--- config.mk ---
export PLATFORM = sky130hd
export DESIGN_NAME = ex_hazard_ctrl_flat
export DESIGN_NICKNAME = d
export VERILOG_FILES = /design/src/rtl/ex_hazard_ctrl_if.sv /design/src/rtl/ex_hazard_ctrl.sv /design/src/flat_wrapper.sv
export SDC_FILE = /design/constraint.sdc
export NUM_CORES = 1
export LEC_CHECK = 0
export CORE_MARGIN = 2
export CORE_UTILIZATION = 42
export CTS_BUF_LIST = sky130_fd_sc_hd__clkbuf_16
export DETAILED_ROUTE_END_ITERATION = 10
export HOLD_SLACK_MARGIN = 0.06
export PLACE_DENSITY = 0.74
export SYNTH_ARGS = -nofsm -noshare
export SYNTH_HDL_FRONTEND = slang
export SYNTH_SLANG_ARGS = --single-unit
--- constraint.sdc ---
create_clock -name clk -period 1.75 [get_ports clk]
set_input_delay 0.175 -clock clk [delete_from_list [all_inputs] [get_ports clk]]
set_output_delay 0.175 -clock clk [all_outputs]
set_load 0.02 [all_outputs]
--- src/rtl/ex_hazard_ctrl_if.sv ---
// Decode <-> EX-stage control bundle: the decoded ID instruction plus branch resolution in,
// issue/stall/flush, slot valids and forwarding selects out.
interface ex_hazard_ctrl_if #(
    parameter int REG_AW = 3
);
    logic              id_valid;
    logic [REG_AW-1:0] id_dest_reg;
    logic              id_wr_en;
    logic [REG_AW-1:0] id_op1_reg;
    logic              id_op1_used;
    logic [REG_AW-1:0] id_op2_reg;
    logic              id_op2_used;
    logic              id_is_load;
    logic              id_is_multi;
    logic              ex_branch_taken;

    logic              issue;
    logic              stall_id;
    logic              flush_id;
    logic              ex_valid;
    logic              ex_hold;
    logic              mem_valid;
    logic              wb_valid;
    logic [1:0]        fwd_op1_sel;
    logic [1:0]        fwd_op2_sel;

    modport master (
        output id_valid, id_dest_reg, id_wr_en, id_op1_reg, id_op1_used,
               id_op2_reg, id_op2_used, id_is_load, id_is_multi, ex_branch_taken,
        input  issue, stall_id, flush_id, ex_valid, ex_hold, mem_valid, wb_valid,
               fwd_op1_sel, fwd_op2_sel
    );

    modport slave (
        input  id_valid, id_dest_reg, id_wr_en, id_op1_reg, id_op1_used,
               id_op2_reg, id_op2_used, id_is_load, id_is_multi, ex_branch_taken,
        output issue, stall_id, flush_id, ex_valid, ex_hold, mem_valid, wb_valid,
               fwd_op1_sel, fwd_op2_sel
    );
endinterface

--- src/rtl/ex_hazard_ctrl.sv ---
// Execute-stage pipeline controller: tracks EX/MEM/WB writers, issues ID into EX, inserts
// load-use and multi-cycle stalls, kills ID on taken branches and registers forwarding selects.
module ex_hazard_ctrl #(
    parameter int REG_AW    = 3,
    parameter int MC_CYCLES = 4
) (
    input logic               clk,
    input logic               rst_n,
    ex_hazard_ctrl_if.slave   bus
);
    typedef struct packed {
        logic              valid;
        logic [REG_AW-1:0] dest;
        logic              wr_en;
        logic              is_load;
    } ex_slot_t;

    localparam logic [3:0] MC_LOAD = 4'(MC_CYCLES - 1);

    ex_slot_t          ex_q, ex_d;
    logic              mem_valid_q, mem_valid_d;
    logic [REG_AW-1:0] mem_dest_q, mem_dest_d;
    logic              mem_wr_en_q, mem_wr_en_d;
    logic              wb_valid_q, wb_valid_d;
    logic [3:0]        mc_q, mc_d;
    logic [1:0]        fwd1_q, fwd1_d, fwd2_q, fwd2_d;

    logic hold, match1, match2, load_use, flush, stall, issue;

    // Younger producer wins; a load still in EX cannot forward (load-use stall covers it).
    function automatic logic [1:0] fwd_sel(input logic used, input logic [REG_AW-1:0] src);
        if (!used)                                                    return 2'd0;
        if (ex_q.valid && ex_q.wr_en && !ex_q.is_load && src == ex_q.dest) return 2'd1;
        if (mem_valid_q && mem_wr_en_q && src == mem_dest_q)          return 2'd2;
        return 2'd0;
    endfunction

    always_comb begin
        hold     = (mc_q != 4'd0);
        match1   = bus.id_op1_used & ex_q.valid & ex_q.wr_en & (bus.id_op1_reg == ex_q.dest);
        match2   = bus.id_op2_used & ex_q.valid & ex_q.wr_en & (bus.id_op2_reg == ex_q.dest);
        load_use = bus.id_valid & ex_q.is_load & (match1 | match2);
        flush    = ex_q.valid & bus.ex_branch_taken & ~hold;
        stall    = ~flush & bus.id_valid & (load_use | hold);
        issue    = bus.id_valid & ~stall & ~flush;
    end

    // NOTE: every next-state variable gets a default first so no path infers a latch.
    always_comb begin
        ex_d        = ex_q;
        mem_valid_d = mem_valid_q;
        mem_dest_d  = mem_dest_q;
        mem_wr_en_d = mem_wr_en_q;
        wb_valid_d  = wb_valid_q;
        mc_d        = mc_q;
        fwd1_d      = fwd1_q;
        fwd2_d      = fwd2_q;

        wb_valid_d = mem_valid_q;
        if (hold) begin
            mc_d        = mc_q - 4'd1;
            mem_valid_d = 1'b0;
            mem_dest_d  = '0;
            mem_wr_en_d = 1'b0;
        end else begin
            mem_valid_d = ex_q.valid;
            mem_dest_d  = ex_q.dest;
            mem_wr_en_d = ex_q.wr_en;
            ex_d        = '0;
            if (issue) begin
                ex_d.valid   = 1'b1;
                ex_d.dest    = bus.id_dest_reg;
                ex_d.wr_en   = bus.id_wr_en;
                ex_d.is_load = bus.id_is_load;
                fwd1_d       = fwd_sel(bus.id_op1_used, bus.id_op1_reg);
                fwd2_d       = fwd_sel(bus.id_op2_used, bus.id_op2_reg);
                if (bus.id_is_multi) mc_d = MC_LOAD;
            end
        end
    end

    // NOTE: sequential state uses non-blocking assignments so all flops update together.
    always_ff @(posedge clk or negedge rst_n) begin
        if (!rst_n) begin
            ex_q        <= '0;
            mem_valid_q <= 1'b0;
            mem_dest_q  <= '0;
            mem_wr_en_q <= 1'b0;
            wb_valid_q  <= 1'b0;
            mc_q        <= '0;
            fwd1_q      <= '0;
            fwd2_q      <= '0;
        end else begin
            ex_q        <= ex_d;
            mem_valid_q <= mem_valid_d;
            mem_dest_q  <= mem_dest_d;
            mem_wr_en_q <= mem_wr_en_d;
            wb_valid_q  <= wb_valid_d;
            mc_q        <= mc_d;
            fwd1_q      <= fwd1_d;
            fwd2_q      <= fwd2_d;
        end
    end

    assign bus.issue       = issue;
    assign bus.stall_id    = stall;
    assign bus.flush_id    = flush;
    assign bus.ex_valid    = ex_q.valid;
    assign bus.ex_hold     = hold;
    assign bus.mem_valid   = mem_valid_q;
    assign bus.wb_valid    = wb_valid_q;
    assign bus.fwd_op1_sel = fwd1_q;
    assign bus.fwd_op2_sel = fwd2_q;
endmodule
--- src/flat_wrapper.sv ---
// flat-port wrapper written by rule: the top's interface ports become plain ports
module ex_hazard_ctrl_flat 
#(
    parameter int REG_AW    = 3,
    parameter int MC_CYCLES = 4
)
  (clk, rst_n, bus_id_valid, bus_id_dest_reg, bus_id_wr_en, bus_id_op1_reg, bus_id_op1_used, bus_id_op2_reg, bus_id_op2_used, bus_id_is_load, bus_id_is_multi, bus_ex_branch_taken, bus_issue, bus_stall_id, bus_flush_id, bus_ex_valid, bus_ex_hold, bus_mem_valid, bus_wb_valid, bus_fwd_op1_sel, bus_fwd_op2_sel);
  ex_hazard_ctrl_if #(.REG_AW(REG_AW)) bus_i ();
  input logic clk;
  input logic rst_n;
  input wire logic [$bits(bus_i.id_valid)-1:0] bus_id_valid;
  input wire logic [$bits(bus_i.id_dest_reg)-1:0] bus_id_dest_reg;
  input wire logic [$bits(bus_i.id_wr_en)-1:0] bus_id_wr_en;
  input wire logic [$bits(bus_i.id_op1_reg)-1:0] bus_id_op1_reg;
  input wire logic [$bits(bus_i.id_op1_used)-1:0] bus_id_op1_used;
  input wire logic [$bits(bus_i.id_op2_reg)-1:0] bus_id_op2_reg;
  input wire logic [$bits(bus_i.id_op2_used)-1:0] bus_id_op2_used;
  input wire logic [$bits(bus_i.id_is_load)-1:0] bus_id_is_load;
  input wire logic [$bits(bus_i.id_is_multi)-1:0] bus_id_is_multi;
  input wire logic [$bits(bus_i.ex_branch_taken)-1:0] bus_ex_branch_taken;
  output wire logic [$bits(bus_i.issue)-1:0] bus_issue;
  output wire logic [$bits(bus_i.stall_id)-1:0] bus_stall_id;
  output wire logic [$bits(bus_i.flush_id)-1:0] bus_flush_id;
  output wire logic [$bits(bus_i.ex_valid)-1:0] bus_ex_valid;
  output wire logic [$bits(bus_i.ex_hold)-1:0] bus_ex_hold;
  output wire logic [$bits(bus_i.mem_valid)-1:0] bus_mem_valid;
  output wire logic [$bits(bus_i.wb_valid)-1:0] bus_wb_valid;
  output wire logic [$bits(bus_i.fwd_op1_sel)-1:0] bus_fwd_op1_sel;
  output wire logic [$bits(bus_i.fwd_op2_sel)-1:0] bus_fwd_op2_sel;
  assign bus_i.id_valid = bus_id_valid;
  assign bus_i.id_dest_reg = bus_id_dest_reg;
  assign bus_i.id_wr_en = bus_id_wr_en;
  assign bus_i.id_op1_reg = bus_id_op1_reg;
  assign bus_i.id_op1_used = bus_id_op1_used;
  assign bus_i.id_op2_reg = bus_id_op2_reg;
  assign bus_i.id_op2_used = bus_id_op2_used;
  assign bus_i.id_is_load = bus_id_is_load;
  assign bus_i.id_is_multi = bus_id_is_multi;
  assign bus_i.ex_branch_taken = bus_ex_branch_taken;
  assign bus_issue = bus_i.issue;
  assign bus_stall_id = bus_i.stall_id;
  assign bus_flush_id = bus_i.flush_id;
  assign bus_ex_valid = bus_i.ex_valid;
  assign bus_ex_hold = bus_i.ex_hold;
  assign bus_mem_valid = bus_i.mem_valid;
  assign bus_wb_valid = bus_i.wb_valid;
  assign bus_fwd_op1_sel = bus_i.fwd_op1_sel;
  assign bus_fwd_op2_sel = bus_i.fwd_op2_sel;
  ex_hazard_ctrl #(.REG_AW(REG_AW), .MC_CYCLES(MC_CYCLES)) u_core (.clk(clk), .rst_n(rst_n), .bus(bus_i));
endmodule
==> results of run 1 <==
[routing by layer]
layer	GRT usage [%]	wire (um)	vias up
li1	-	-	504
met1	25.9	1300	518
met2	39.2	1640	34
met3	5.00	124	7
met4	13.2	63	0
met5	0	0	-
[through the flow]
| step | TNS, ns | hold WS [ns] |
|---|---|---|
| 4_1_cts | -2.53 | 0.282 |
| 5_1_grt | -3.00 | 0.298 |
| 3_3_place_gp | -6.20 | 0.447 |
| 6_report | -2.25 | 0.267 |
| 3_5_place_dp | -7.13 | 0.439 |
| 2_1_floorplan | -0.146 | -0.121 |
[layout by cell type (no fill, tap or decap), types with 2 or more instances in the layout]
| master | instances |
|---|---|
| sky130_fd_sc_hd__a21o_1 | 2 |
| sky130_fd_sc_hd__xor2_2 | 2 |
| sky130_fd_sc_hd__xnor2_2 | 4 |
| sky130_fd_sc_hd__xor2_1 | 3 |
| sky130_fd_sc_hd__dfrtp_1 | 20 |
| sky130_fd_sc_hd__o21ai_0 | 3 |
| sky130_fd_sc_hd__buf_4 | 32 |
| sky130_fd_sc_hd__clkbuf_16 | 3 |
| sky130_fd_sc_hd__nor2_1 | 2 |
| sky130_fd_sc_hd__nand3_1 | 5 |
| sky130_fd_sc_hd__nand2_1 | 16 |
| sky130_fd_sc_hd__buf_6 | 8 |
| sky130_fd_sc_hd__nand4_1 | 5 |
| sky130_fd_sc_hd__o21ai_1 | 7 |
| sky130_fd_sc_hd__and2_1 | 5 |
| sky130_fd_sc_hd__inv_1 | 4 |
| sky130_fd_sc_hd__nor3_1 | 2 |
| sky130_fd_sc_hd__inv_2 | 2 |
| sky130_fd_sc_hd__xnor2_1 | 3 |
| sky130_fd_sc_hd__clkdlybuf4s50_1 | 22 |
[area by class of cell]
type,instances,area [um^2]
Fill cell,152,558
Timing Repair Buffer,64,572
Sequential cell,20,500
Clock buffer,3,75.1
Multi-Input combinational cell,78,634
Clock inverter,1,3.75
Tap cell,30,37.5
Inverter,7,28.8
[state kept, by name, indices dropped and copies added (netlist names)]
register / flops
u_core.bus.mem_valid: 1
u_core.ex_q: 5
u_core.mem_dest_q: 3
u_core.bus.wb_valid: 1
u_core.mc_q: 4
u_core.bus.fwd_op1_sel: 2
u_core.bus.fwd_op2_sel: 2
u_core.bus.ex_valid: 1
u_core.mem_wr_en_q: 1
[repair_timing]
action	CTS	global route
pin swaps	5	5
hold buffers	0	0
gates resized for setup	37	19
buffers inserted	2	7
setup endpoints to repair	16	16
[power by group]
group | leakage [nW] | switching, W | internal (W)
registers | 0.266 | 0.000113 | 0.000585
logic | 0.546 | 0.000596 | 0.000706
clock network | 0.0385 | 0.000168 | 0.000304
[worst paths after layout]
kind                                       end  slack (ns)  cells after the start
setup / recovery                u_core.mc_q[0]       -0.25                      7
hold / removal                  u_core.mc_q[2]        0.27                      2
setup reg to reg                u_core.mc_q[0]       -0.25                      7
hold reg to reg            u_core.bus.wb_valid        0.46                      0
max in group asynchronous       u_core.ex_q[3]        1.27                      2
min in group clk                u_core.ex_q[2]        0.46                      3
[logic make-up after synthesis]
| family | share of synthesized area, % |
|---|---|
| AOI/OAI and AO/OA | 13.8 |
| xor gates and xnor gates | 10.0 |
| adders and majority gates | 1.19 |
| buffers and inverters | 3.22 |
| DFF | 47.7 |
| muxes | 2.51 |
| and+or+nand+nor | 21.5 |
==> flow_results.org, run 1 <==
** Status
- Result of the run :: finished with violations
- Failing checks :: setup timing

** Yosys
- Number of distinct library cells after synthesis :: 32
- Top FF cell, synth :: sky130_fd_sc_hd__dfrtp_1
- Mapped Nets :: 126
- Combined area of all synthesized cells :: 0.00105 mm^2
- Among all cell types in the netlist, the one instantiated most often is sky130_fd_sc_hd__dfrtp_1.
- Sequential element share of the synthesized area :: 47.7%
- Number of synthesized flops with an enable pin :: 0
- Syn. warnings :: 0
- Area fraction of the dominant cell type after synthesis :: 47.7%
- Synth area leaders :: sky130_fd_sc_hd__dfrtp_1, sky130_fd_sc_hd__xnor2_1, sky130_fd_sc_hd__nand2_1
- After synthesis, the share of flip-flops with an asynchronous set or reset is 100%.
- Synthesis produced between 100 and 150 cells.
- Avg Synthesized Cell Area :: 9.80 um^2
- By count the netlist is led by sky130_fd_sc_hd__dfrtp_1, sky130_fd_sc_hd__nand2_1, sky130_fd_sc_hd__o21ai_0, sky130_fd_sc_hd__inv_1, sky130_fd_sc_hd__xnor2_1.
- Cell type with the largest total area after synthesis :: sky130_fd_sc_hd__dfrtp_1
- #FFs+latches synth :: 20

** Floorplanning
- Chip height :: 54.0 um
- Overall die area :: 0.00291 mm^2
- Die span in x :: approximately 54 um
- The floorplan step defined a core boundary enclosing 0.00241 mm^2.
- Once the floorplan was initialized, standard cells occupied 43.5% of the core.
- Site Rows :: 18
- During I/O placement, the number of pins put on the boundary was 29.

** Critical path
- Worst setup path startpoint :: u_core.ex_q[3]
- Buffers plus inverters on the worst setup path :: 2
- In this design, the stage delay of the slowest critical-path cell is 0.55 ns.
- At the worst endpoint, the required time is 1.88 ns.
- The slowest stage of the critical path belongs to the cell sky130_fd_sc_hd__or4b_4.
- The critical path is of the reg2reg type.
- Crit. End Element :: register
- Worst-path fanout max :: 6
- At the worst endpoint, the arrival time is around 2.1 ns.
- Top cell family by delay on the critical path :: simple AND/OR/NAND/NOR gates
- Crit-path cells :: xor2_2, or4b_4, a21oi_4, buf_6, buf_4, o21ai_1, mux2_2
- Worst R2R Start :: u_core.ex_q[3]
- Critical path launch point type :: register

** Pwr
- IR analysis of the VDD net gives a maximum drop of about 0.0011 V.
- For this design the ratio of total power to cell area is between 1000 and 1500 mW/mm^2.
- The analysis attributes to cell leakage a power of 0.851 nW.
- The design draws roughly 0.0025 W.

** Clocking
- Clock tree from TritonCTS :: yes
- Max H-tree Level :: 1
- Maximum root-to-sink buffer count :: 2
- Clk pin slew, worst setup/hold paths :: around 0.06 ns
- Counting the buffers created by CTS gives 3.
- The tree is rooted in a sky130_fd_sc_hd__clkbuf_16.
- Clock insertion delay at the later pin of the skew report :: roughly 0.25 ns
- Clock Sink Count :: 20

** Final layout
- The net count of the finished layout is roughly 190.
- Number of diodes :: 0
- With fillers left out, the area of the finished cells amounts to about 0.0019 mm^2.
- Final std cells w/o fill :: 203
- Measured on the finished design, the core utilization comes to 76.8%.
- P&R area growth vs syn :: 76.6%
- Cells with a size suffix above 1 make up 37.6% of the layout.

** Drt
- The first TritonRoute pass finished after 4 iterations.
- Drt total wl :: ~3100 um
- The first routing iteration left 12 violations.
- Using the TritonRoute via totals, the vias-per-cell ratio works out to 5.24.
- Dividing the detail-routed wire length by the instance count gives 15.4 um.
- For this block, the via count after detailed routing is 1063.
- Final ANT Viol Nets :: 0
- Post-route DRC violation count :: 0

** STA
- Headroom to the max-slew limit :: about 76%
- Final setup viols :: 14
- RSZ-0062 raised after global routing :: yes
- Dividing the final minimum period by the clock period gives 114%.
- The number of pins with negative max-slew slack in the final report came to 0.
- Timing would allow up to about 500 MHz.
- The number of hold violations in the final report came to 0.
- At the pin with the least slew margin, the transition time is ~0.36 ns.
- Worst clock skew :: around 0.0039 ns
- Final setup slack of the worst path :: -0.250 ns
- After layout, the minimum clock period comes to 2.00 ns.

** Placed design
- At the placement stage, the worst setup path has a slack of -0.653 ns.
- Detailed placement HPWL :: about 2100 um
- Count of input and output buffers :: 28
- Summing all placed instances gives a cell area of 0.00158 mm^2.
- RePlAce Congestion :: between 0.7 and 0.8
- In this run, placement finished with an instance count of 190.

** GRT
- The initial antenna violation count came to 0.
- Entering global routing, the biggest net connects 21 pins.
- Overflow left after global routing :: 0
- Tot GR Track Use :: 22.9%
- Via count of the first global-routing pass :: 1061
- First-pass GRT wire length :: 4640 um

** Flow run
- # Max-Cap Violations :: 0

** Hold path
- Hold Path Class :: in2async
No activity file was read; power rests on OpenSTA's default activity.
==> run 2: changes to the inputs <==
--- a/config.mk
+++ b/config.mk
@@ -6,11 +6,10 @@
 export NUM_CORES = 1
 export LEC_CHECK = 0
 export CORE_MARGIN = 2
-export CORE_UTILIZATION = 42
+export CORE_UTILIZATION = 30
 export CTS_BUF_LIST = sky130_fd_sc_hd__clkbuf_16
 export DETAILED_ROUTE_END_ITERATION = 10
 export HOLD_SLACK_MARGIN = 0.06
-export PLACE_DENSITY = 0.74
 export SYNTH_ARGS = -nofsm -noshare
 export SYNTH_HDL_FRONTEND = slang
 export SYNTH_SLANG_ARGS = --single-unit
==> run 2 against run 1 <==
The run still ends with setup timing left; die area grew 37%; clock power grew 34%; critical path depth shrank 1; sequential share of layout area shrank 0.25 points; core utilization shrank 21 points; flip-flop and latch count is the same; maximum frequency shrank 1.1%; setup slack lost 0.023 ns; largest cell class unchanged; largest power group unchanged; highest routed layer unchanged.
==> flow_results.org, run 2 (synthesis results as in run 1) <==
** Drt
- Routed wl met2 :: 1550 um (-5.1%)
- The number of detailed-route iterations in the first pass came to 4 (unchanged).
- Average routed wire per standard cell :: 14.0 um (-9.0%)
- The via total after detailed routing came to 1014 (-4.6%).
- The number of DRC markers after the initial detailed-route iteration was 24 (+12).
- Routed signal wires occupy layers up through met4.
- The routed metal-1 wirelength was 1330 um (+2.6%).
- The ratio of routed vias to standard cells was 4.65 (-11%).
- The number of nets still failing antenna checks after routing was 0 (unchanged).
- WL met3 :: 88 um (-29%)
- The detailed-route wire length is 3050 um (-2.3%).
- Post-route DRC violation count :: 0 (unchanged)

** Pwr
- Cell internal power dissipation :: 0.00171 W (+7.4%)
- Switching power :: 0.000841 W (-4.1%)
- Power after layout :: 0.00256 W (+3.4%)
- The share of total power in the clock network was 24.8% (+5.7 points).
- The switching share of total power is 32.9% (-2.5 points).
- The sequential group share of total power came to 27.2% (-1.0 points).
- The peak supply drop is 0.000487 V (-55%).
- The areal power density over the cells was 1370 mW/mm^2 (+2.4%).
- Static leakage power :: 0.837 nW (-1.6%)
- Combinational share of power :: 48.1% (-4.6 points)

** Floorplanning
- The die outline area came to 0.00398 mm^2 (+37%).
- Starting utilization of the core area :: 31.4% (-12 points)
- The core outline area was 0.00334 mm^2 (+38%).
- Die span in x :: 63.1 um (+17%)
- The die extent in y is 63.1 um (+17%).
- Site Rows :: 21 (+3)
- I/O pin count :: 29 (unchanged)

** Hold path
- In this run the worst hold path is classified as in2async.

** Clocking
- Maximum root-to-sink buffer count :: 2 (unchanged)
- Number of buffers inserted during clock tree synthesis :: 3 (unchanged)
- Number of hold buffers added after CTS :: 0 (unchanged)
- The total number of H-tree levels is 1 (unchanged).
- Clock root buffer :: sky130_fd_sc_hd__clkbuf_16
- The number of sinks handled by clock tree synthesis came to 20 (unchanged).
- Clock tree from TritonCTS :: yes
- The clock-pin slew on the worst setup and hold paths came to 0.06 ns (about the same).
- Clock insertion delay at the later pin of the skew report :: 0.26 ns (about the same)

** Placed design
- The total cell area at the placement stage is 0.00162 mm^2 (+2.2%).
- RePlAce Congestion :: 0.892 (+12%)
- The detailed placement HPWL was 2200 um (+5.9%).
- Dpl cells :: 208 (+9.5%)
- Count of input and output buffers :: 28 (unchanged)

** GRT
- Overflow left after global routing :: 0 (unchanged)
- Pin count of the biggest net entering global routing :: 21 (unchanged)
- Tot GR Track Use :: 16.5% (-6.4 points)
- First-pass GRT wire length :: 5060 um (+9.2%)
- The initial antenna violation count is 0 (unchanged).
- The number of global-route vias before repair came to 1054 (-0.66%).

** STA
- The slew at the pin closest to its max-slew limit came to 0.411 ns (+0.0484 ns).
- The post-route clock period utilization was 116% (+1.3 points).
- Worst clock skew :: 0.00574 ns (+0.00180 ns)
- The total of endpoints with negative setup slack in the final report came to 15 (+1).
- Headroom to the max-slew limit :: 71.9% (-3.7 points)
- The number of hold violations in the final report was 0 (unchanged).
- Final Slew Violations :: 0 (unchanged)
- FMAX :: 494 MHz (-1.1%)
- Shortest period the worst path allows :: 2.02 ns (+0.0232 ns)
- Final setup slack of the worst path :: -0.273 ns (-0.0232 ns)
- RSZ-0062 raised after global routing :: yes

** Final layout
- The filler cell count in the final layout was 328 (+120%).
- The antenna cell count is 0 (unchanged).
- The number of flip-flops in the largest register was 5 (unchanged).
- Most common cell after layout, fill and taps aside :: sky130_fd_sc_hd__buf_4
- The largest registers in the layout are u_core.ex_q x5, u_core.mc_q x4, u_core.mem_dest_q x3.
- Non-Filler Cell Area, Final :: 0.00187 mm^2 (+0.95%)
- The share of cells above drive strength 1 is 34.9% (-2.7 points).
- P&R area growth vs syn :: 78.3%
- Nets :: 192 (-0.52%)
- Top register by number of flip-flops :: u_core.ex_q
- The number of standard cells in the layout, taps in and fillers out is 218 (+7.4%).
- Leaving out fill and tap cells, the most frequent cells in the layout are sky130_fd_sc_hd__buf_4, sky130_fd_sc_hd__clkdlybuf4s50_1, sky130_fd_sc_hd__dfrtp_1.

** Critical path
- Cell seen most often among critical-path stages :: sky130_fd_sc_hd__buf_6
- The data arrival time of the critical path was 1.85 ns (-0.28 ns).
- The critical path is of the reg2out type.
- STA classifies the critical path endpoint as an output pin.
- The longest individual stage delay on the worst path came to 0.52 ns (-0.03 ns).
- STA classifies the critical path startpoint as a register.
- Worst-path fanout max :: 3 (-3)
- Required time of the worst setup path :: 1.57 ns (-0.31 ns)
- For this design, the slowest cell found on the critical path is sky130_fd_sc_hd__or4b_4.
- Crit-path cells :: xnor2_2, or4b_4, a21oi_4, buf_6, nor2_4, buf_6

** Flow run
- The max-cap check violation count is 0 (unchanged).

** Status
- Failing checks :: setup timing
- Result of the run :: finished with violations
run 2: path summary, 6_finish.rpt:
check	cells past startpoint	to	startpoint	slack (ns)
worst max-delay path	6	bus_issue	u_core.ex_q[4]	-0.27
worst max register to register	7	u_core.mc_q[0]	u_core.ex_q[4]	-0.26
max in group asynchronous	2	u_core.mc_q[2]	rst_n	1.27
min in group clk	3	u_core.ex_q[4]	bus_id_dest_reg[2]	0.45
worst min-delay path	2	u_core.bus.wb_valid	rst_n	0.26
worst min register to register	0	u_core.bus.wb_valid	u_core.bus.mem_valid	0.48
run 2: cell type report:
| type | count | area, um^2 | area share (%) |
|---|---|---|---|
| flip-flops and latches | 20 | 500 | 26.8 |
| multi-input cells | 78 | 596 | 31.9 |
| well taps | 46 | 57.6 | 3.08 |
| clock inverters | 1 | 30.0 | 1.61 |
| repair buffers | 63 | 582 | 31.1 |
| clock buffers | 3 | 75.1 | 4.02 |
| inverters | 7 | 28.8 | 1.54 |
run 2: power by group through the flow:
stage               sequential [W]  combinational (W)  clock [W]
detailed placement        0.000694           0.000977          0
global placement          0.000689           0.000955          0
global route              0.000710            0.00134   0.000658
CTS                       0.000688            0.00106   0.000643
finish                    0.000695            0.00123   0.000632
floorplan                 0.000713           0.000495          0
run 2: critical path, delay by kind of cell, from the launching register on:
kind | cells | cell delay, ns
and+or+nand+nor | 2 | 0.55
DFF | 1 | 0.43
buffers and inverters | 2 | 0.25
xor gates and xnor gates | 1 | 0.20
AOI/OAI and AO/OA | 1 | 0.16
run 2: through the flow:
stage	TNS, ns	setup slack, ns	util [%]	hold slack, ns
2_1_floorplan	-0.146	-0.0921	-	-0.121
3_3_place_gp	-6.48	-0.623	48.4	0.465
3_5_place_dp	-6.49	-0.629	48.4	0.468
4_1_cts	-2.61	-0.291	53.1	0.265
5_1_grt	-3.64	-0.343	56.0	0.285
6_report	-2.37	-0.273	56.0	0.256
run 2: timing repair:
action                                  4_1_cts  5_1_grt
endpoints found under the setup margin       16       16
resized for setup                            33       18
buffers inserted                              2        4
pin swaps                                     6        9
run 2: routing by layer:
| layer | track usage (%) | vias up |
|---|---|---|
| li1 | - | 504 |
| met1 | 19.7 | 482 |
| met2 | 29.1 | 20 |
| met3 | 2.68 | 8 |
| met4 | 6.94 | 0 |
| met5 | 0 | - |
==> run 3: changes to the inputs <==
--- a/config.mk
+++ b/config.mk
@@ -10,6 +10,7 @@
 export CTS_BUF_LIST = sky130_fd_sc_hd__clkbuf_16
 export DETAILED_ROUTE_END_ITERATION = 10
 export HOLD_SLACK_MARGIN = 0.06
+export MAX_ROUTING_LAYER = met4
 export SYNTH_ARGS = -nofsm -noshare
 export SYNTH_HDL_FRONTEND = slang
 export SYNTH_SLANG_ARGS = --single-unit
==> run 3 against run 2 <==
The run still ends with setup timing left; clock skew hardly changed; global-route usage increased by 0.50 points; core utilization unchanged; combinational power barely moved.
==> flow_results.org, run 3 (synthesis results as in run 1) <==
** Floorplanning
- The die outline area was 0.00398 mm^2 (unchanged).
- Die span in x :: 63.1 um (unchanged)
- The core outline area was 0.00334 mm^2 (unchanged).
- The total I/O pin count is 29 (unchanged).
- The cell row count was 21 (unchanged).
- Chip height :: 63.1 um (unchanged)
- The initial core utilization was 31.4% (unchanged).

** Critical path
- The signal on the critical path passes through xnor2_2, or4b_4, a21oi_4, buf_6, nor2_4, buf_6.
- STA classifies the critical path startpoint as a register.
- Required time of the worst setup path :: 1.57 ns (about the same)
- Crit path largest cell delay :: 0.52 ns (about the same)
- Worst-path fanout max :: 3 (unchanged)
- Slowest library cell on the worst path :: sky130_fd_sc_hd__or4b_4
- Arrival time of data at the critical path endpoint :: 1.85 ns (about the same)
- Crit. End Element :: output pin
- Cell seen most often among critical-path stages :: sky130_fd_sc_hd__buf_6
- Crit Path Category :: reg2out

** Pwr
- Clock group share of total power :: 24.7% (about the same)
- The areal power density over the cells is 1370 mW/mm^2 (about the same).
- Switching power :: 0.000840 W (-0.12%)
- VDD IR-drop max :: 0.000486 V (-0.14%)
- Combinational share of power :: 48.1% (about the same)
- The sequential group share of total power was 27.2% (about the same).
- Fraction of power spent switching nets :: 32.9% (about the same)
- Static leakage power :: 0.837 nW (unchanged)
- The internal power component came to 0.00171 W (about the same).

** Clocking
- The cell sitting at the root of the clock tree is a sky130_fd_sc_hd__clkbuf_16.
- Number of buffers inserted during clock tree synthesis :: 3 (unchanged)
- The number of buffers on the longest clock path was 2 (unchanged).
- The number of hold buffers added after cts is 0 (unchanged).
- The number of sinks handled by clock tree synthesis came to 20 (unchanged).
- Clock insertion delay at the later pin of the skew report :: 0.26 ns (about the same)
- The clock-pin slew on the worst setup and hold paths is 0.06 ns (about the same).
- Max H-tree Level :: 1 (unchanged)
- TritonCTS built the clock tree.

** Drt
- Drt total wl :: 3050 um (about the same)
- The post-route DRC violation count is 0 (unchanged).
- The ratio of routed vias to standard cells is 4.66 (about the same).
- The via total after detailed routing is 1015 (+0.099%).
- Average routed wire per standard cell :: 14.0 um (about the same)
- Detailed-router iteration count before antenna repair :: 4 (unchanged)
- Detailed router's first-iteration violation count :: 24 (unchanged)
- The number of nets still failing antenna checks after routing came to 0 (unchanged).

** Placed design
- The placer's final routability congestion estimate came to 0.907 (+1.7%).
- The cell count after placement is 208 (unchanged).
- The setup slack at placement is -0.629 ns (unchanged).
- The detailed placement HPWL came to 2200 um (unchanged).
- The count of port buffers added during placement came to 28 (unchanged).

** Final layout
- Final std cells w/o fill :: 218 (unchanged)
- The area growth from synthesis to layout was 78.3% (unchanged).
- The antenna cell count was 0 (unchanged).
- The utilization after layout came to 56.0% (unchanged).
- Max reg flops :: 5 (unchanged)
- Most common cell after layout, fill and taps aside :: sky130_fd_sc_hd__buf_4
- Nets :: 192 (unchanged)
- Top register by number of flip-flops :: u_core.ex_q
- Share of layout cells above drive strength 1 :: 34.9% (unchanged)
- Commonest cells after routing, fill and taps aside :: sky130_fd_sc_hd__buf_4, sky130_fd_sc_hd__clkdlybuf4s50_1, sky130_fd_sc_hd__dfrtp_1
- Fillcell total :: 328 (unchanged)
- In the final layout, the registers with the most flip-flops are u_core.ex_q x5, u_core.mc_q x4, u_core.mem_dest_q x3.

** STA
- Final Slew Violations :: 0 (unchanged)
- Final sum of negative setup slack :: -2.37 ns (+0.00409 ns)
- FMAX :: 494 MHz (about the same)
- The post-route minimum period came to 2.02 ns (-0.000461 ns).
- The total of endpoints with negative setup slack in the final report came to 15 (unchanged).
- Worst clock skew :: 0.00554 ns (-0.000200 ns)
- Final setup slack of the worst path :: -0.272 ns (+0.000461 ns)
- The post-route worst hold slack came to 0.256 ns (+0.000180 ns).
- The tightest slew margin relative to the limit is 71.9% (unchanged).
- The post-route clock period utilization is 116% (about the same).
- Worst-margin pin slew :: 0.411 ns (unchanged)
- RSZ-0062 raised after global routing :: yes
- The number of hold violations in the final report came to 0 (unchanged).

** GRT
- The global route total overflow came to 0 (unchanged).
- First-pass GRT wire length :: 5070 um (+0.14%)
- Tot GR Track Use :: 17.0% (+0.50 points)
- Via count of the first global-routing pass :: 1050 (-0.38%)
- The initial antenna violation count is 0 (unchanged).
- Pin count of the biggest net entering global routing :: 21 (unchanged)

** Status
- Failing checks :: setup timing
- Result of the run :: finished with violations

** Flow run
- # Max-Cap Violations :: 0 (unchanged)

** Hold path
- The path class of the tightest hold or removal check is in2async.
[run 3: cell counts in the layout (fill, tap and decap cells not counted)]
Identical to the previous run, type by type.
[run 3: path summary, 6_finish.rpt]
path                       slack (ns)  cells past startpoint                  from             endpoint
max                             -0.27                      6        u_core.ex_q[4]            bus_issue
max in group asynchronous        1.27                      2                 rst_n       u_core.mc_q[2]
max reg2reg                     -0.26                      7        u_core.ex_q[4]       u_core.mc_q[0]
min in group clk                 0.46                      3    bus_id_dest_reg[2]       u_core.ex_q[4]
min reg2reg                      0.48                      0  u_core.bus.mem_valid  u_core.bus.wb_valid
min                              0.26                      2                 rst_n  u_core.bus.wb_valid
[run 3: final cells by class]
class	count	area (um^2)	area share, %
timing repair buffer	63	582	31.1
clock inverter	1	30.0	1.61
tap	46	57.6	3.08
multi-input combinational	78	596	31.9
inverter	7	28.8	1.54
clock buffer	3	75.1	4.02
sequential	20	500	26.8
[run 3: stage by stage]
stage / total power, W / cell area [um^2]
6_report: 0.00255 / 1870
5_1_grt: 0.00271 / 1870
4_1_cts: 0.00239 / 1770
3_5_place_dp: 0.00167 / 1620
3_3_place_gp: 0.00164 / 1620
2_1_floorplan: 0.00121 / 1080
[run 3: metal layers]
metal	global-route usage, %	wire [um]
met1	19.7	1330
met5	-	0
met2	29.3	1550
met4	6.94	79
met3	2.68	88
[run 3: what timing repair did]
action	CTS	global route
gates resized for setup	33	18
buffers inserted	2	4
pin swaps	6	9
setup endpoints to repair	16	16
[run 3: power by group through the flow]
stage               Clock (W)  Combinational (W)  Sequential, W
floorplan                   0           0.000495       0.000713
global placement            0           0.000955       0.000689
detailed placement          0           0.000977       0.000694
CTS                  0.000643            0.00106       0.000688
global route         0.000658            0.00134       0.000710
finish               0.000632            0.00123       0.000695
[run 3: critical path: cells and delay by family (launching register included)]
kind / cells / cell delay, ns
AOI/OAI and AO/OA: 1 / 0.16
xor gates and xnor gates: 1 / 0.20
buffers and inverters: 2 / 0.25
DFF: 1 / 0.43
and+or+nand+nor: 2 / 0.55
